File: src/rtl/scp_loader.sv
// Serial program loader: decodes a framed byte stream, writes it through the SCP
// memory-edit port and holds the CPU in reset until the frame checksum verifies.
module scp_loader #(
    parameter logic [7:0] SYNC_BYTE   = 8'hA5,
    parameter int         EDIT_CYCLES = 2,
    parameter int         TIMEOUT     = 1000
) (
    input  logic       CLK,
    input  logic       AR,
    input  logic [7:0] RX_DATA,
    input  logic       RX_VALID,
    output logic       RX_READY,
    output logic [7:0] MEM_ADDR,
    output logic [7:0] MEM_DATA,
    output logic       MEM_EDIT,
    output logic       CPU_RST,
    output logic       BUSY,
    output logic       ERR
);

    localparam int TW = $clog2(TIMEOUT + 1);

    typedef enum logic [2:0] {
        S_IDLE,
        S_ADDR,
        S_COUNT,
        S_DATA,
        S_WRITE,
        S_SETTLE,
        S_CHECK,
        S_RELEASE
    } state_t;

    state_t        state_q, state_d;
    logic [7:0]    addr_q, addr_d;
    logic [7:0]    data_q, data_d;
    logic [7:0]    sum_q, sum_d;
    logic [8:0]    cnt_q, cnt_d;
    logic [TW-1:0] timer_q, timer_d;
    logic [3:0]    edit_q, edit_d;
    logic          cpu_rst_q, cpu_rst_d;
    logic          busy_q, busy_d;
    logic          err_q, err_d;

    logic          rx_ready;
    logic          xfer;
    logic          timed;
    logic [7:0]    sum_rx;

    always_ff @(posedge CLK or posedge AR) begin
        if (AR) begin
            state_q   <= S_IDLE;
            addr_q    <= 8'h00;
            data_q    <= 8'h00;
            sum_q     <= 8'h00;
            cnt_q     <= 9'd0;
            timer_q   <= '0;
            edit_q    <= 4'd0;
            cpu_rst_q <= 1'b0;
            busy_q    <= 1'b0;
            err_q     <= 1'b0;
        end else begin
            state_q   <= state_d;
            addr_q    <= addr_d;
            data_q    <= data_d;
            sum_q     <= sum_d;
            cnt_q     <= cnt_d;
            timer_q   <= timer_d;
            edit_q    <= edit_d;
            cpu_rst_q <= cpu_rst_d;
            busy_q    <= busy_d;
            err_q     <= err_d;
        end
    end

    always_comb begin
        state_d   = state_q;
        addr_d    = addr_q;
        data_d    = data_q;
        sum_d     = sum_q;
        cnt_d     = cnt_q;
        timer_d   = timer_q;
        edit_d    = edit_q;
        cpu_rst_d = cpu_rst_q;
        busy_d    = busy_q;
        err_d     = err_q;

        rx_ready = (state_q == S_IDLE) || (state_q == S_ADDR) || (state_q == S_COUNT) ||
                   (state_q == S_DATA) || (state_q == S_CHECK);
        timed    = (state_q == S_ADDR) || (state_q == S_COUNT) ||
                   (state_q == S_DATA) || (state_q == S_CHECK);
        xfer     = RX_VALID && rx_ready;
        sum_rx   = sum_q + RX_DATA;

        case (state_q)
            S_IDLE: begin
                if (xfer && (RX_DATA == SYNC_BYTE)) begin
                    state_d   = S_ADDR;
                    busy_d    = 1'b1;
                    cpu_rst_d = 1'b1;
                    err_d     = 1'b0;
                    sum_d     = 8'h00;
                end
            end
            S_ADDR: begin
                if (xfer) begin
                    addr_d  = RX_DATA;
                    sum_d   = sum_rx;
                    state_d = S_COUNT;
                end
            end
            S_COUNT: begin
                if (xfer) begin
                    // A zero count byte encodes a full 256-byte image.
                    cnt_d   = {(RX_DATA == 8'h00), RX_DATA};
                    sum_d   = sum_rx;
                    state_d = S_DATA;
                end
            end
            S_DATA: begin
                if (xfer) begin
                    data_d  = RX_DATA;
                    sum_d   = sum_rx;
                    edit_d  = 4'd0;
                    state_d = S_WRITE;
                end
            end
            S_WRITE: begin
                if (edit_q == 4'(EDIT_CYCLES - 1)) begin
                    state_d = S_SETTLE;
                end else begin
                    edit_d = edit_q + 4'd1;
                end
            end
            S_SETTLE: begin
                addr_d  = addr_q + 8'h01;
                cnt_d   = cnt_q - 9'd1;
                state_d = (cnt_q == 9'd1) ? S_CHECK : S_DATA;
            end
            S_CHECK: begin
                if (xfer) begin
                    if (sum_rx == 8'h00) begin
                        state_d = S_RELEASE;
                    end else begin
                        err_d   = 1'b1;
                        busy_d  = 1'b0;
                        state_d = S_IDLE;
                    end
                end
            end
            S_RELEASE: begin
                cpu_rst_d = 1'b0;
                busy_d    = 1'b0;
                state_d   = S_IDLE;
            end
            default: state_d = S_IDLE;
        endcase

        // Idle-gap watchdog; the abort overrides any state change above because it only fires without a transfer.
        if (timed) begin
            if (xfer) begin
                timer_d = '0;
            end else if (timer_q == TW'(TIMEOUT - 1)) begin
                timer_d = '0;
                err_d   = 1'b1;
                busy_d  = 1'b0;
                state_d = S_IDLE;
            end else begin
                timer_d = timer_q + 1'b1;
            end
        end else begin
            timer_d = '0;
        end
    end

    assign RX_READY = rx_ready;
    assign MEM_ADDR = addr_q;
    assign MEM_DATA = data_q;
    assign MEM_EDIT = (state_q == S_WRITE);
    assign CPU_RST  = cpu_rst_q;
    assign BUSY     = busy_q;
    assign ERR      = err_q;

endmodule

File: config.mk
export PLATFORM = sky130hd
export DESIGN_NAME = scp_loader
export DESIGN_NICKNAME = d
export VERILOG_FILES = /design/src/rtl/scp_loader.sv
export SDC_FILE = /design/constraint.sdc
export NUM_CORES = 1
export LEC_CHECK = 0
export CORE_ASPECT_RATIO = 0.8
export CORE_UTILIZATION = 52
export DETAILED_ROUTE_END_ITERATION = 8
export PLACE_DENSITY_LB_ADDON = 0.3
export REMOVE_ABC_BUFFERS = 1
export SYNTH_ARGS = -nofsm -noshare
export SYNTH_HDL_FRONTEND = slang
export SYNTH_SLANG_ARGS = --single-unit
File: constraint.sdc
create_clock -name CLK -period 4.2 [get_ports CLK]
set_input_delay 1.26 -clock CLK [delete_from_list [all_inputs] [get_ports CLK]]
set_output_delay 1.26 -clock CLK [all_outputs]
set_load 0.05 [all_outputs]
* After elaboration in Yosys (flattened, before gate mapping)
Cells that the tools add are included.
W data, S select, Z words.
** Storage, ports and cells
- Flip-flop bits (word level) :: 53
- Output and inout bits :: 21
- Logic and storage cells :: 97
- Input port bits :: 11
** Cells by class
- Add/sub/neg operators :: 5
- Mux-type cells :: 41
- Reduce and logical (&&, ||, !) cells :: 24
- Equality and inequality tests :: 17
** Operators with widths (count)
- $mux W3 :: 11
- $pmux W8 S2 :: 2
- $mux W10 :: 3
- $mux W8 :: 3
- $pmux W3 S8 :: 1
- $pmux W9 S2 :: 1
- $logic_not A8 Y1 :: 2
- $mux W1 :: 13
- $eq A3 B3 Y1 const B :: 4
- $add A10 B1 Y10 const B :: 1
- $eq A10 B10 Y1 const B :: 1
- $reduce_bool A2 Y1 :: 5
- $eq A9 B1 Y1 const B :: 1
- $mux W9 :: 1
- $sub A9 B1 Y9 const B :: 1
- $add A8 B1 Y8 const B :: 1
- $add A8 B8 Y8 :: 1
- $eq A8 B8 Y1 const B :: 1
- $mux W4 :: 2
- $ne A2 B2 Y1 const B :: 4
- $pmux W4 S2 :: 1
- $reduce_and A2 Y1 :: 4
- $logic_or A1 B1 Y1 :: 7
- $eq A3 B2 Y1 const B :: 2
- 10 further kinds :: 14

* Depth between registers and ports, before layout
Gate-level depths: netlist of the first run.
- Depth in word-level cells :: 12
- Gate-level depth with buffers :: 7
- Gate-level depth less buffers :: 7

* Worst setup path after synthesis of the first run
Ideal clock, no wire load.
- Kind :: in2reg
- Start :: in RX_DATA[0]
- End :: reg err_q, in the netlist ERR
- Data arrival time :: 2.971 ns
- Buffers on the path :: 0
- Cell stages on the path :: 7
- Library setup time :: 0.119 ns
- Slack :: 1.110 ns
- Data required time :: 4.081 ns
- Cells stage by stage :: ha_1 > fa_1 > a211o_1 > a21o_1 > a221oi_2 > nand4_2 > o21a_1
** On the way
- Word-level cells in the longest chain between the ends :: 8
- Elaborated cells on any way between the ends :: 11
- Classes of those cells :: 1 x add/sub; 1 x eq/ne; 7 x mux; 2 x reduce/logical
** RTL lines
- start: declaration :: RTL line 10 : input logic [7:0] RX_DATA,
- $add A8 B8 Y8 :: RTL line 93 : sum_rx = sum_q + RX_DATA;
- $logic_not A8 Y1 :: RTL line 142 : if (sum_rx == 8'h00) begin
- $mux W1 :: RTL line 142
- $mux W1 :: RTL line 141 : if (xfer) begin
- $pmux W1 S2 (*) :: RTL line 95 : case (state_q)
- $mux W1 :: RTL line 163 : end else if (timer_q == TW'(TIMEOUT - 1)) begin
- $mux W1 :: RTL line 161 : if (xfer) begin
- $mux W1 (*) :: RTL line 160 : if (timed) begin
- via err_d :: RTL line 43 : logic err_q, err_d;
- end signal: assignment :: RTL line 72 : err_q <= err_d;
- end: declaration :: RTL line 43
Mark *: on every way through the listed nets, which the timed path passes. The rest lies on a longest branch.
A chain may end at the register's enable or synchronous reset.

* Worst setup path in the final report of the first run
- Start :: reg state_q[2]
- End :: out MEM_EDIT
** On the way
- Word-level cells in the longest chain between the ends :: 1
** RTL lines
- start: declaration :: RTL line 34 : state_t state_q, state_d;
- start signal: assignment :: RTL line 63 : state_q <= state_d;
- $eq A3 B3 Y1 :: RTL line 179 : assign MEM_EDIT = (state_q == S_WRITE);
- end: declaration :: RTL line 15 : output logic MEM_EDIT,
No other way between the ends.

==> reports/results.ini, run 1 <==
[die]
die_h_microns = 72.1
fp.dieArea_sq_mm = 0.00646
core_sq_mm = 0.00591
ios = 32
chipWidth_microns = 89.6
rows = 25
start_util_pct = 54.0

[layout]
stdcell_area_sq_mm = 0.00365
final_cell_mix = dfrtp_1, nand2_1, nor2_1, clkdlybuf4s50_1, nand3_1
final_common_cell = dfrtp_1
final_util_pct = 61.8
n_antenna_cell = 0
drive_gt1_share_pct = 10.4
finalNetCount = 400
areaGrowthSynthToFinish_pct = 14.5

[routing]
drt_wl_total_mm = 7.40
drtPass1Iterations = 4
drt_iter0_markers = 169
ant_nets = 0
vias = 2657
wl_per_cell_microns = 16.2
remaining_drc_errors = 0
viasPerCell = 5.81

[synthesis]
netlist_instances = 346
yosys.area_share.simple_pct = 24.7
seq_area_frac_synth_pct = 41.5
synthesis.area_sq_mm = 0.00319
syn_area_per_cell_sq_um = 9.23
synth_edf_count = 0
yosys_warnings = 0
synth_xor_area_share_pct = 2.47
synth_fa_ha_area_share_pct = 5.72
synthArstFlopShare_pct = 100
synth_cell_types = 65
synth-seq-cells = 53
muxShareOfSynthArea_pct = 4.08
synth_top_family_by_area = simple AND/OR/NAND/NOR gates
synth_flop_cell = dfrtp_1
synth_compound_area_share_pct = 18.1

[timing]
tightestPinTransition_ps = 737
timing.setup.tns_ps = 0
setup_viol = 0
rsz0062_at_grt = false
fin_crit_ps = 3610
max_freq_mhz = 277
drv_slew = 0
slew_headroom_pct = 50.7
finalHoldViolations = 0
timing.final.crit_share_pct = 85.9
setup_ws_ps = 594
clock_skew_ps = 10.0

[worst_setup_path]
path_max_fanout = 16
cp.required_ps = 2940
arrival_ps = 2350
endpoint_kind = primary output
critPathKind = flop to primary output
cp-start-kind = flop

[global_route]
grt_pass1_wl_mm = 12.5
grt_start_max_net_pins = 54
grt_remaining_overflow = 0
grt_antenna_before_repair = 0
grt_pass1_vias = 2615
grt_util_all_layers_pct = 25.8

[power_and_ir_drop]
p_seq_share_pct = 35.5
cell_internal_pwr_w = 0.00132
switchingPower_w = 0.00116
peakVddDrop_v = 0.000280
p_clk_share_pct = 11.5
power_density_mw_per_mm2 = 678
p_total_w = 0.00248
swShare_pct = 46.9
p_leak_nw = 1.54
p_comb_share_pct = 53.0

[place]
placed_cell_area_sq_mm = 0.00357
routabilityCongestion = 0.880
hpwl_mm = 5.35
io_buffers = 31
post-place-ws_ps = 368

[clock_tree]
cts_resized = 0
cts_max_path_buffers = 2
cts_tree = built
clock_sinks = 53
hold_buffers = 0
cts_root_buffer = clkbuf_8
cts_buffers = 5
cts_max_level = 2
post_cts_buffers = 0
clk_pin_slew_worst_paths_ps = 90
clk_latency_ps = 320

[worst_hold_path]
hp-class = flop to flop

[job]
maxCapViolCount = 0

[status]
status = finished, final reports clean

[layout make-up]
| cell class | count | area, sq um |
|---|---|---|
| Clock buffer | 6 | 72.6 |
| Clock inverter | 2 | 10.0 |
| Fill cell | 534 | 2260 |
| Inverter | 8 | 30.0 |
| Multi-Input combinational cell | 270 | 1760 |
| Sequential cell | 53 | 1330 |
| Tap cell | 81 | 101 |
| Timing Repair Buffer | 37 | 355 |
[through the flow]
step / instances / hold slack (ps)
after global placement: 449 / 444
after global routing: 457 / 485
final: 457 / 461
after floorplan: 331 / 425
after CTS: 457 / 470
after detailed placement: 449 / 457
[critical path, cell delays in order, from the launching register on]
cell	delay (ps)
dfrtp_1	620
or3b_2	550
inv_1	70
clkdlybuf4s50_1	790
[synth_stat cells, drive strengths merged (2+ instances only)]
library cell | n | share of area (%)
a21oi | 21 | 3.4
o21ai | 25 | 4.0
xor2 | 3 | 0.82
mux2i | 4 | 1.3
o21bai | 2 | 0.47
dfrtp | 53 | 42
nand4 | 5 | 1.2
mux2 | 8 | 2.8
and2 | 2 | 0.39
o31ai | 2 | 0.47
buf | 10 | 1.8
nor3 | 3 | 0.47
a221o | 2 | 0.63
and3 | 5 | 0.98
a211oi | 2 | 0.47
and3b | 2 | 0.55
nand2 | 38 | 4.5
a31oi | 6 | 1.2
nor4 | 4 | 1.4
nor2b | 4 | 0.78
or4 | 2 | 0.59
xnor2 | 6 | 1.6
nand3b | 2 | 0.47
nor2 | 31 | 3.6
a21o | 2 | 0.47
a211o | 2 | 0.55
a2111oi | 3 | 1.6
inv | 8 | 0.94
o22ai | 6 | 1.2
or3 | 4 | 0.78
o21a | 4 | 0.98
nand3 | 28 | 4.4
or2 | 3 | 0.59
clkbuf | 5 | 0.59
nand2b | 6 | 1.2
ha | 13 | 5.1
nor3b | 3 | 0.71
o211ai | 2 | 0.47
[path summary, 6_finish.rpt]
kind	start	depth (start not counted)	end	slack [ps]
setup / recovery	state_q[2]	3	MEM_EDIT	590
hold / removal	timer_q[0]	1	timer_q[0]	460
setup reg to reg	sum_q[0]	7	ERR	1860
hold reg to reg	timer_q[0]	1	timer_q[0]	460
max in group asynchronous	AR	3	MEM_DATA[5]	2300
min in group asynchronous	AR	3	cnt_q[3]	1450
[power by group through the flow]
stage               registers, W  logic, W  clock network, W
floorplan                0.00108  0.000744                 0
global placement        0.000878   0.00127                 0
detailed placement      0.000887   0.00131                 0
CTS                     0.000876   0.00131          0.000295
global route            0.000906   0.00144          0.000313
finish                  0.000879   0.00131          0.000285
[sequential cells by signal, summed over array words and instances (netlist names)]
signal    cells
BUSY          1
CPU_RST       1
ERR           1
MEM_ADDR      8
MEM_DATA      8
cnt_q         9
edit_q        4
state_q       3
sum_q         8
timer_q      10
[kinds of logic after synthesis]
group / Yosys count
and+or+nand+nor: 149
AOI/OAI and AO/OA: 86
DFF: 53
buffers and inverters: 23
adders and majority gates: 14
muxes: 12
xor gates and xnor gates: 9
[routing by layer]
metal	vias to the layer above	track usage [%]	part of all wire (%)
li1	1315	-	-
met1	1274	37.8	48
met2	58	38.9	46
met3	10	3.98	4.5
met4	0	9.35	1.6
met5	-	0	0
(Power assumes the default switching activity.)
==> run 2, diff against run 1 <==
CELL_PAD_IN_SITES_DETAIL_PLACEMENT = 1   (was not set)
CELL_PAD_IN_SITES_GLOBAL_PLACEMENT = 1   (was not set)
CORE_UTILIZATION = 47   (was 52)
==> run 2 against run 1 <==
Compared with the run above: worst hold slack gained 5.6 ps; global-route usage grew 1.0 points; largest power group unchanged; die area grew 10%; critical endpoint unchanged; non-clock buffer count grew 2; maximum frequency grew 0.61%; setup slack gained 22 ps; clock skew grew 1.1 ps.
==> reports/results.ini, run 2 (synthesized netlist as in run 1, its figures left out) <==
[clock_tree]
clk_pin_slew_worst_paths_ps = 100  ; was 90 ps
cts_tree = built  ; unchanged
post_cts_buffers = 0  ; unchanged
hold_buffers = 0  ; unchanged
clk_latency_ps = 320  ; about the same
cts_resized = 0  ; unchanged
cts_root_buffer = clkbuf_8  ; unchanged
clock_sinks = 53  ; unchanged
cts_max_path_buffers = 2  ; unchanged
cts_max_level = 2  ; unchanged
cts_buffers = 5  ; unchanged

[place]
dpl.cell_count = 454  ; was 449
io_buffers = 31  ; unchanged
routabilityCongestion = 0.892  ; was 0.880
hpwl_mm = 6.50  ; was 5.35 mm

[layout]
areaGrowthSynthToFinish_pct = 15.9  ; was 14.5%
drive_gt1_share_pct = 10.8  ; was 10.4%
finalNetCount = 402  ; was 400
largest_reg_flops = 10  ; unchanged
top_register = timer_q  ; unchanged
n_antenna_cell = 0  ; unchanged
final_cell_mix = dfrtp_1, nand2_1, nor2_1, clkdlybuf4s50_1, nand3_1  ; unchanged
final_cells = 462  ; was 457
largestRegisters = timer_q (10), cnt_q (9)  ; unchanged
final_common_cell = dfrtp_1  ; unchanged

[die]
core_sq_mm = 0.00647  ; was 0.00591 sq mm
fp.dieArea_sq_mm = 0.00713  ; was 0.00646 sq mm
ios = 32  ; unchanged
rows = 26  ; was 25
die_h_microns = 75.7  ; was 72.1 microns
chipWidth_microns = 94.2  ; was 89.6 microns
start_util_pct = 49.3  ; was 54.0%

[timing]
max_freq_mhz = 279  ; was 277 MHz
timing.final.crit_share_pct = 85.3  ; was 85.9%
drv_slew = 0  ; unchanged
tightestPinTransition_ps = 818  ; was 737 ps
timing.setup.tns_ps = 0  ; unchanged
fin_crit_ps = 3580  ; was 3610 ps
clock_skew_ps = 11.1  ; was 10.0 ps
finalHoldViolations = 0  ; unchanged
setup_viol = 0  ; unchanged
slew_headroom_pct = 45.3  ; was 50.7%
rsz0062_at_grt = false  ; unchanged

[worst_setup_path]
critPathMaxStageDelay_ps = 800  ; was 790 ps
reg2reg_slack_ps = 1780  ; was 1860 ps
path_cells = or3b_2 > inv_1 > clkdlybuf4s50_1  ; unchanged
cp.required_ps = 2940  ; about the same
r2r_end = ERR  ; unchanged
arrival_ps = 2320  ; was 2350 ps
cp-start-kind = flop  ; unchanged
rr_startpoint = sum_q[0]  ; unchanged
path_max_fanout = 16  ; unchanged
cp_num_buf_inv = 2  ; unchanged
path_depth = 3  ; unchanged
endpoint_kind = primary output  ; unchanged
crit_end = MEM_EDIT  ; unchanged
critPathKind = flop to primary output  ; unchanged
startpoint = state_q[1]  ; was state_q[2]
worstRegToRegCells = 7  ; unchanged
crit_family = buffers and inverters  ; unchanged
slowest_stage = clkdlybuf4s50_1  ; unchanged

[routing]
drt_iter0_markers = 138  ; was 169
remaining_drc_errors = 0  ; unchanged
viasPerCell = 6.08  ; was 5.81
vias = 2808  ; was 2657
ant_nets = 0  ; unchanged
drtPass1Iterations = 4  ; unchanged
drt_wl_total_mm = 9.02  ; was 7.40 mm
wl_per_cell_microns = 19.5  ; was 16.2 microns

[global_route]
grt_start_max_net_pins = 28  ; was 54
grt_util_all_layers_pct = 26.9  ; was 25.8%
grt_remaining_overflow = 0  ; unchanged
met1_usage_pct = 35.4  ; was 37.8%
gr-usage-met3_pct = 3.09  ; was 3.98%
grt-busiest-layer = met2  ; unchanged
met2_usage_pct = 47.3  ; was 38.9%
grt_pass1_vias = 2880  ; was 2615
grt_antenna_before_repair = 0  ; unchanged
grt_pass1_wl_mm = 14.5  ; was 12.5 mm

[power_and_ir_drop]
p_clk_share_pct = 13.9  ; was 11.5%
p_leak_nw = 1.56  ; was 1.54 nW
switchingPower_w = 0.00123  ; was 0.00116 W
cell_internal_pwr_w = 0.00139  ; was 0.00132 W
power_density_mw_per_mm2 = 708  ; was 678 mW/mm^2
swShare_pct = 46.9  ; about the same
p_seq_share_pct = 33.3  ; was 35.5%
p_comb_share_pct = 52.9  ; was 53.0%
peakVddDrop_v = 0.000249  ; was 0.000280 V

[status]
status = finished, final reports clean  ; unchanged

[job]
maxCapViolCount = 0  ; unchanged

[worst_hold_path]
hp-class = flop to flop  ; unchanged

## run 2: cell count changes in the layout (fill, tap and decap cells not counted), sizes merged
cell / previous run / this run
buf: 6 / 8
bufinv: 0 / 1
clkinv: 2 / 1
## run 2: through the flow
stage / cell area (sq um) / utilization [%] / hold WS [ps] / setup slack, ps / total power (W)
floorplan: 3120 / - / 425 / 1110 / 0.00182
global placement: 3590 / 55.5 / 439 / 500 / 0.00218
detailed placement: 3590 / 55.5 / 461 / 409 / 0.00226
CTS: 3700 / 57.2 / 473 / 609 / 0.00263
global route: 3700 / 57.2 / 486 / 565 / 0.00279
finish: 3700 / 57.2 / 466 / 616 / 0.00262
## run 2: how the worst min path moves through the flow
| stage | startpoint | to | slack, ps | cells after the start |
|---|---|---|---|---|
| after floorplan | timer_q[0] | timer_q[0] | 430 | 1 |
| after global placement | timer_q[0] | timer_q[0] | 440 | 1 |
| after detailed placement | timer_q[0] | timer_q[0] | 460 | 1 |
| after CTS | timer_q[0] | timer_q[0] | 470 | 1 |
| after global routing | timer_q[0] | timer_q[0] | 490 | 1 |
| final | timer_q[0] | timer_q[0] | 470 | 1 |
## run 2: power groups by stage
stage | clock [W] | combinational (W) | sequential [W]
after floorplan | 0 | 0.000744 | 0.00108
after global placement | 0 | 0.00131 | 0.000866
after detailed placement | 0 | 0.00138 | 0.000879
after CTS | 0.000368 | 0.00139 | 0.000870
after global routing | 0.000383 | 0.00151 | 0.000901
final | 0.000364 | 0.00139 | 0.000873
## run 2: cell type report
type                    instances  area [sq um]
fillers                       774          2770
flip-flops and latches         53          1330
repair buffers                 39           370
well taps                      84           105
clock inverters                 2          38.8
clock buffers                   6          72.6
inverters                       8          30.0
multi-input cells             270          1760
## run 2: layer usage
metal / up-vias / routed length, microns
li1: 1319 / -
met1: 1423 / 4180
met3: 5 / 312
met2: 61 / 4470
met5: - / 0
met4: 0 / 61
